`config.mk`:
```
export PLATFORM = sky130hd
export DESIGN_NAME = lsu_stack_seq
export DESIGN_NICKNAME = d
export VERILOG_FILES = /design/src/rtl/lsu_stack_seq.sv
export SDC_FILE = /design/constraint.sdc
export NUM_CORES = 1
export LEC_CHECK = 0
export CELL_PAD_IN_SITES_DETAIL_PLACEMENT = 1
export CELL_PAD_IN_SITES_GLOBAL_PLACEMENT = 1
export CORE_MARGIN = 2
export CORE_UTILIZATION = 32
export DETAILED_ROUTE_END_ITERATION = 10
export PLACE_DENSITY = 0.87
export SLEW_MARGIN = 20
export SYNTH_ARGS = -nofsm -noshare
export SYNTH_HDL_FRONTEND = slang
export SYNTH_SLANG_ARGS = --single-unit
```
`constraint.sdc`:
```
create_clock -name clk_i -period 1.85 [get_ports clk_i]
set_input_delay 0.37 -clock clk_i [delete_from_list [all_inputs] [get_ports clk_i]]
set_output_delay 0.37 -clock clk_i [all_outputs]
set_load 0.05 [all_outputs]
```
`src/rtl/lsu_stack_seq.sv`:
```
`default_nettype none
// ============================================================================
// Module  : lsu_stack_seq
// Brief   : Sequenced load/store unit with hardware stack pointer (LD/ST/PUSH/POP).
//           Optional macro LSU_BOUNDS_CHECK_EN enables effective-address faulting.
// Rev     : 1.0
// ============================================================================
module lsu_stack_seq #(
  parameter logic [7:0] SP_INIT = 8'd32,
  parameter logic [7:0] MEM_TOP = 8'd32
) (
  input  logic       clk_i,
  input  logic       rst_i,
  input  logic       req_i,
  input  logic [1:0] op_i,
  input  logic [7:0] addr_i,
  input  logic [7:0] wdata_i,
  output logic       busy_o,
  output logic       done_o,
  output logic [7:0] rdata_o,
  output logic [7:0] sp_o,
  output logic       err_o,
  output logic       mem_e_o,
  output logic       mem_we_o,
  output logic [7:0] mem_addr_o,
  output logic [7:0] mem_di_o,
  input  logic [7:0] mem_do_i
);

  localparam logic [1:0] OP_LD   = 2'b00;
  localparam logic [1:0] OP_ST   = 2'b01;
  localparam logic [1:0] OP_PUSH = 2'b10;
  localparam logic [1:0] OP_POP  = 2'b11;

  typedef enum logic [2:0] {
    S_IDLE     = 3'd0,
    S_WRITE    = 3'd1,
    S_RD_ISSUE = 3'd2,
    S_RD_CAPT  = 3'd3,
    S_DONE     = 3'd4
  } state_t;

  state_t     state_q, state_d;
  logic [7:0] sp_q, sp_d;
  logic [7:0] rdata_q, rdata_d;
  logic [7:0] addr_q, addr_d;
  logic [7:0] di_q, di_d;
  logic       err_q, err_d;
  logic       push_q, push_d;

  logic [7:0] eff_addr;
  logic       is_write;
  logic       fault;

  always_comb begin
    eff_addr = addr_i;
    case (op_i)
      OP_LD, OP_ST: eff_addr = addr_i;
      OP_PUSH:      eff_addr = sp_q;
      OP_POP:       eff_addr = sp_q + 8'd1;
      default:      eff_addr = addr_i;
    endcase
    is_write = (op_i == OP_ST) || (op_i == OP_PUSH);
`ifdef LSU_BOUNDS_CHECK_EN
    fault = (eff_addr > MEM_TOP);
`else
    fault = 1'b0;
`endif
  end

  always_comb begin
    state_d = state_q;
    sp_d    = sp_q;
    rdata_d = rdata_q;
    addr_d  = addr_q;
    di_d    = di_q;
    err_d   = err_q;
    push_d  = push_q;
    case (state_q)
      S_IDLE, S_DONE: begin
        err_d = 1'b0;
        if (req_i) begin
          if (fault) begin
            // Faulting requests skip the memory entirely and report in DONE.
            err_d   = 1'b1;
            state_d = S_DONE;
          end else begin
            addr_d = eff_addr;
            push_d = (op_i == OP_PUSH);
            if (is_write) begin
              di_d    = wdata_i;
              state_d = S_WRITE;
            end else begin
              state_d = S_RD_ISSUE;
            end
            if (op_i == OP_POP) sp_d = eff_addr;
          end
        end else begin
          state_d = S_IDLE;
        end
      end
      S_WRITE: begin
        if (push_q) sp_d = sp_q - 8'd1;
        state_d = S_DONE;
      end
      S_RD_ISSUE: state_d = S_RD_CAPT;
      S_RD_CAPT: begin
        rdata_d = mem_do_i;
        state_d = S_DONE;
      end
      default: state_d = S_IDLE;
    endcase
  end

  always_ff @(posedge clk_i) begin
    if (rst_i) begin
      state_q <= S_IDLE;
      sp_q    <= SP_INIT;
      rdata_q <= 8'd0;
      addr_q  <= 8'd0;
      di_q    <= 8'd0;
      err_q   <= 1'b0;
      push_q  <= 1'b0;
    end else begin
      state_q <= state_d;
      sp_q    <= sp_d;
      rdata_q <= rdata_d;
      addr_q  <= addr_d;
      di_q    <= di_d;
      err_q   <= err_d;
      push_q  <= push_d;
    end
  end

  // Strobes are masked by reset so an aborted write never reaches memory.
  assign mem_we_o   = (state_q == S_WRITE) && !rst_i;
  assign mem_e_o    = ((state_q == S_RD_ISSUE) || (state_q == S_RD_CAPT)) && !rst_i;
  assign busy_o     = (state_q == S_WRITE) || (state_q == S_RD_ISSUE) || (state_q == S_RD_CAPT);
  assign done_o     = (state_q == S_DONE);
  assign err_o      = (state_q == S_DONE) && err_q;
  assign rdata_o    = rdata_q;
  assign sp_o       = sp_q;
  assign mem_addr_o = addr_q;
  assign mem_di_o   = di_q;

endmodule
`default_nettype wire

```
# ---- Word-level counts from Yosys, hierarchy flattened
# Cells that the tools add are included.
dict set report totals {
  inputBits 29
  wordCells 42
  register_bits 36
  output_inout_bits 37
}
dict set report classes {
  n_addsub 2
  n_mux 8
  n_reduce_logical 16
  n_eq_ne 10
}
# cell n
set ops {}
lappend ops {{two-way mux 8 bit} 3}
lappend ops {{one-hot mux 8 bit (3 select lines)} 1}
lappend ops {{one-hot mux 8 bit (2 select lines)} 1}
lappend ops {{one-hot mux 3 bit (3 select lines)} 1}
lappend ops {{adder 8 x 1 -> 8 bit (second input constant)} 1}
lappend ops {{subtractor 8 x 1 -> 8 bit (second input constant)} 1}
lappend ops {{equality test 3 x 2 -> 1 bit (second input constant)} 2}
lappend ops {{inequality test 2 bit (second input constant)} 3}
lappend ops {{OR reduction 2 bit} 3}
lappend ops {{equality test 2 bit (second input constant)} 2}
lappend ops {{logical OR 1 bit} 4}
lappend ops {{AND reduction 4 bit} 1}
lappend ops {{equality test 3 x 1 -> 1 bit (second input constant)} 1}
lappend ops {{equality test 3 bit (second input constant)} 1}
lappend ops {{zero test 3 bit} 1}
lappend ops {{two-way mux 3 bit} 1}
lappend ops {{AND reduction 3 bit} 1}
lappend ops {{equality test 2 x 1 -> 1 bit (second input constant)} 1}
lappend ops {{logical AND 1 bit} 2}
lappend ops {{zero test 2 bit} 1}
lappend ops {{two-way mux 2 bit} 1}
lappend ops {{AND reduction 2 bit} 1}
lappend ops {{nonzero test 2 bit} 1}
lappend ops {{zero test 1 bit} 1}

# ---- Depth between registers and ports, before layout
dict set report logic_depth {
  ltp_word 6
  ltp_mapped 7
  depth_no_buf 6
}

# ---- Least setup slack after synthesis
# Ideal clock, no wire load.
dict set report synth_path {
  path_kind {reg-to-reg}
  startpoint {reg sp_q[0], in the netlist sp_o[0]}
  endpoint {reg sp_q[6], in the netlist sp_o[6]}
  path_buffers 1
  path_stages_with_launch 8
  slack_ps -106
  arrival_time_ps 1824
  path_cell_list {dfxtp_1 buf_4 inv_1 ha_1 or3b_4 o311a_1 a21oi_1 a31oi_1}
}
dict set report synth_between {
  elab_chain_len 5
  elab_cells_between_ends 7
  classes_between {2 x add/sub; 5 x mux}
}
# item line_no
set synth_rtl {}
lappend synth_rtl {{start, declared} 44} ;# logic [7:0] sp_q, sp_d;
lappend synth_rtl {{start signal, assigned} 126} ;# sp_q <= sp_d;
lappend synth_rtl {{adder 8 x 1 -> 8 bit} 60} ;# OP_POP: eff_addr = sp_q + 8'd1;
lappend synth_rtl {{one-hot mux 8 bit (3 select lines)} 57} ;# case (op_i)
lappend synth_rtl {{two-way mux 8 bit} 96} ;# if (op_i == OP_POP) sp_d = eff_addr;
lappend synth_rtl {{two-way mux 8 bit} 82} ;# if (req_i) begin
lappend synth_rtl {{one-hot mux 8 bit (2 select lines) *} 79} ;# case (state_q)
# Mark *: on every way between the ends. The rest lies on a longest branch, timed or not. The select of a mux whose other input is x is not followed.
# A chain may end at the register's enable or synchronous reset.

# ---- Final worst setup path
dict set report layout_path {
  startpoint {in op_i[0]}
  endpoint {reg sp_q[1], in the netlist sp_o[1]}
}
dict set report layout_between {
  elab_chain_len 6
  elab_cells_between_ends 11
  classes_between {4 x eq/ne; 4 x mux; 3 x reduce/logical}
}
# item line_no
set layout_rtl {}
lappend layout_rtl {{start, declared} 15} ;# input logic [1:0] op_i,
lappend layout_rtl {{equality test 2 x 1 -> 1 bit / zero test 2 bit (equally long branches)} 57}
lappend layout_rtl {{OR reduction 2 bit} 57}
lappend layout_rtl {{one-hot mux 8 bit (3 select lines)} 57}
lappend layout_rtl {{two-way mux 8 bit} 96}
lappend layout_rtl {{two-way mux 8 bit} 82}
lappend layout_rtl {{one-hot mux 8 bit (2 select lines)} 79}
# Parallel ways exist; a longest one is shown, timed or not. The select of a mux whose other input is x is not followed.

==> flow_summary.yaml <==
min_path:
  hold_start: "mem_di_o[2]"
  holdCritPathClass: "reg2reg"
  hold_path_end: "mem_di_o[2]"
  whs_path_depth: 2
setup_path:
  critical_path.reg2reg.startpoint: "sp_o[0]"
  critPathArrivalTime_ns: 2.06
  cp.required_ns: 2.07
  worst-path-max-fanout: 7
  reg2reg_slack_ns: 0.13
  endpoint_kind: "flop"
  worstSetupPathType: "in2reg"
  crit-reg2reg-capture: "sp_o[6]"
  ff2ff_path_depth: 6
  category_of_the_worst_setup_path_launch_point: "primary input"
cells_and_area:
  layout.nets: 339
  area_grow_syn2layout_pct: 47.4
  final_layout_size_suffix_gt1_frac: 0.254
  post_route_core_utilization: 0.483
  n_antenna_cell: 0
  layoutNonFillerInstCount: 382
  fin_area_mm2: 0.00284
logic_synthesis:
  synth-compound-area-share: 0.219
  synth.yosys.warnings: 0
  number_of_enable_flip_flop_cells_after_synthesis: 0
  synth_seq_cells: 36
  synth_xor_xnor_area_share: 0
  mappedNetlistArea_mm2: 0.00193
  synth-seq-area-share: 0.374
  synth-adder-area-share: 0.0259
  async_flop_share: 0
  synthesis.nets: 265
  multiplexer_fraction_of_the_synthesized_cell_area: 0.0415
  syn_inst: 232
  distinct_cells_synth: 50
  synth-main-ff-cell: "dfxtp_1"
  area_share_of_and_or_nand_nor_cells_after_synthesis: 0.268
  main_combinational_cell_family_by_area_after_synthesis: "simple AND/OR/NAND/NOR gates"
  synthesis.area_per_instance_um2: 8.32
timing:
  post-route-period-util: 0.993
  unrepaired_setup_endpoints_after_global_routing: "true"
  max_slew.worst_pin.slew_ns: 0.521
  fin_hold_viols: 0
  totalNegativeSetupSlack_ns: 0
  timing_max_transition_violations_final: 0
  final.setup_skew_ns: 0.00639
  max_freq_ghz: 0.545
  report.final.setup_viol: 0
  holdWs_ns: 0.457
  period_minus_slack_ns: 1.84
  timing.slew.headroom: 0.652
  layout_setup_ws_ns: 0.0138
global_routing:
  grt.met2_usage: 0.384
  grt-ovfl-total: 0
  met1_routing_resource_usage_after_global_routing: 0.218
  track_usage: 0.207
  grt_pass1_vias: 2287
  grt_util_met3: 0.0626
  maximum_number_of_pins_on_one_net_before_global_route_repair: 27
  global_route.peak_usage_layer: "met2"
  grt_first_pass_wirelength_um: 10600
  grt_antenna_before_repair: 0
flow_run:
  max_capacitance_violation_count: 0
power_and_ir_drop:
  pwr-share-clk: 0.322
  switching_share: 0.329
  p_switching_mw: 0.724
  vdd_drop_max_mv: 0.344
  static-leakage-power_nw: 1.19
  report.power.total_mw: 2.20
  pwr_density_cell_mw_per_mm2: 774
  combinationalPowerShare: 0.285
  p_int_mw: 1.48
  sequentialPowerShare: 0.393
place:
  place.port_buffers: 64
  pre_cts_slack_ns: -0.348
  dpl-instance-area_mm2: 0.00271
  detailed_place_hpwl_um: 4870
  place_congestion: 0.913
  placed_cells_incl_taps: 374
clock_tree:
  cts.sinks: 36
  cts_made_buffers: 5
  clk_path_buf_depth: 2
  cts_clk_pin_slew_worst_paths_ns: 0.08
  tritoncts: "yes"
  cts_hold_repair.buffers: 0
  clock-root-buffer: "clkbuf_8"
  cts_max_level: 2
  clock_insertion_delay_worst_skew_ns: 0.29
drt:
  detail-route-antenna-nets: 0
  via_count: 2019
  wirelength_um: 6590
  routed_via_density: 5.29
  drt-initial-drc-count: 87
  drc_errors: 0
  wire_per_inst_um: 17.3
  drtPass1Iterations: 4
floorplanning:
  std_cell_rows: 28
  die_height_um: 81.7
  floorplan.die_area_mm2: 0.00667
  top_level_ports: 66
  design.core.area_mm2: 0.00589
  start_util: 0.328
  die-width_um: 81.7
outcome:
  outcome: "finished, final reports clean"
[what timing repair did]
item | 4_1_cts | 5_1_grt
buffers inserted | 0 | 0
cloned | 0 | 0
endpoints found under the setup margin | 2 | 11
gates resized for setup | 2 | 6
[cell usage after synthesis, drive strengths merged, types with 2 or more instances]
cell	number	area share
a211o	2	0.0091
mux2i	8	0.042
nand2b	5	0.016
clkbuf	7	0.014
nor4	2	0.0065
or3b	4	0.019
a21oi	22	0.059
o21a	2	0.0078
a31oi	6	0.019
o31ai	2	0.0078
inv	6	0.012
nor2	31	0.077
nand3b	3	0.012
a22o	2	0.0091
nand2	27	0.053
buf	12	0.045
and2	2	0.0065
a211oi	6	0.023
nor3b	3	0.020
a21o	4	0.016
o21ai	6	0.018
nor3	7	0.018
nand3	6	0.016
ha	4	0.026
a311oi	4	0.018
dfxtp	36	0.37
[cell type report]
class | instances | area (um2)
sequential | 36 | 728
tap | 75 | 93.8
multi-input combinational | 171 | 1090
fill | 726 | 3040
clock buffer | 5 | 68.8
timing repair buffer | 86 | 798
clock inverter | 3 | 42.5
inverter | 6 | 22.5
[worst max path at each step]
stage	startpoint	to	slack (ns)	cells past startpoint
floorplan	sp_o[0]	sp_o[6]	0.02	7
global placement	op_i[0]	sp_o[1]	-0.22	7
detailed placement	op_i[0]	sp_o[1]	-0.35	7
CTS	rdata_o[5]	rdata_o[5]	0.02	1
global route	op_i[0]	sp_o[0]	-0.05	7
finish	op_i[0]	sp_o[1]	0.01	7
[power groups by stage]
| stage | clock [mW] | combinational, mW | sequential, mW |
|---|---|---|---|
| after CTS | 0.718 | 0.630 | 0.863 |
| after floorplan | 0 | 0.260 | 0.991 |
| after global placement | 0 | 0.608 | 0.878 |
| final | 0.709 | 0.627 | 0.865 |
| after global routing | 0.754 | 0.669 | 0.872 |
| after detailed placement | 0 | 0.624 | 0.880 |
[layer usage]
metal,wire length (um),part of all wire,vias to the layer above
li1,-,-,967
met1,2630,0.40,959
met2,3400,0.52,77
met3,400,0.061,16
met4,165,0.025,0
met5,0,0,-
[flip-flops by register name, indices dropped and copies added, names as in the netlist]
name / flops
sp_o: 8
push_q: 1
rdata_o: 8
state_q: 3
mem_di_o: 8
mem_addr_o: 8
[cell usage in the layout, fill, tap and decap left out, types with 2 or more instances in the layout]
master           instances
mux2i_1                  8
clkbuf_8                 5
dfxtp_1                 32
nor2_2                   2
buf_12                   5
ha_1                     4
nand2b_1                 5
a22o_1                   2
a31oi_1                  6
or3b_1                   2
nand2_1                 27
o31ai_1                  2
a211o_1                  2
a311oi_1                 4
nand3_1                  5
nor2_4                   2
a211oi_1                 6
dfxtp_2                  3
nor2_1                  26
nor3_1                   7
a21o_1                   4
o21a_1                   2
clkdlybuf4s50_1         34
nand3b_1                 3
and2_1                   2
buf_4                   46
inv_1                    5
a21oi_1                 21
o21ai_0                  5
[kinds of logic (layout without fill, tap and decap cells)]
kind of cell / Yosys count / count (layout)
flops: 36 / 36
simple gates: 96 / 96
buf+inv: 25 / 100
fa+ha+maj: 4 / 4
compound gates: 62 / 62
mux: 8 / 8
other cells: 1 / 1
[worst max-delay path, cell delays in order]
cell	delay [ns]
clkdlybuf4s50_1	0.48
inv_1	0.05
ha_1	0.29
nor2_2	0.25
a21oi_1	0.15
a211o_1	0.30
a21oi_1	0.16
Note: power is estimated with default switching activity, not from simulation.
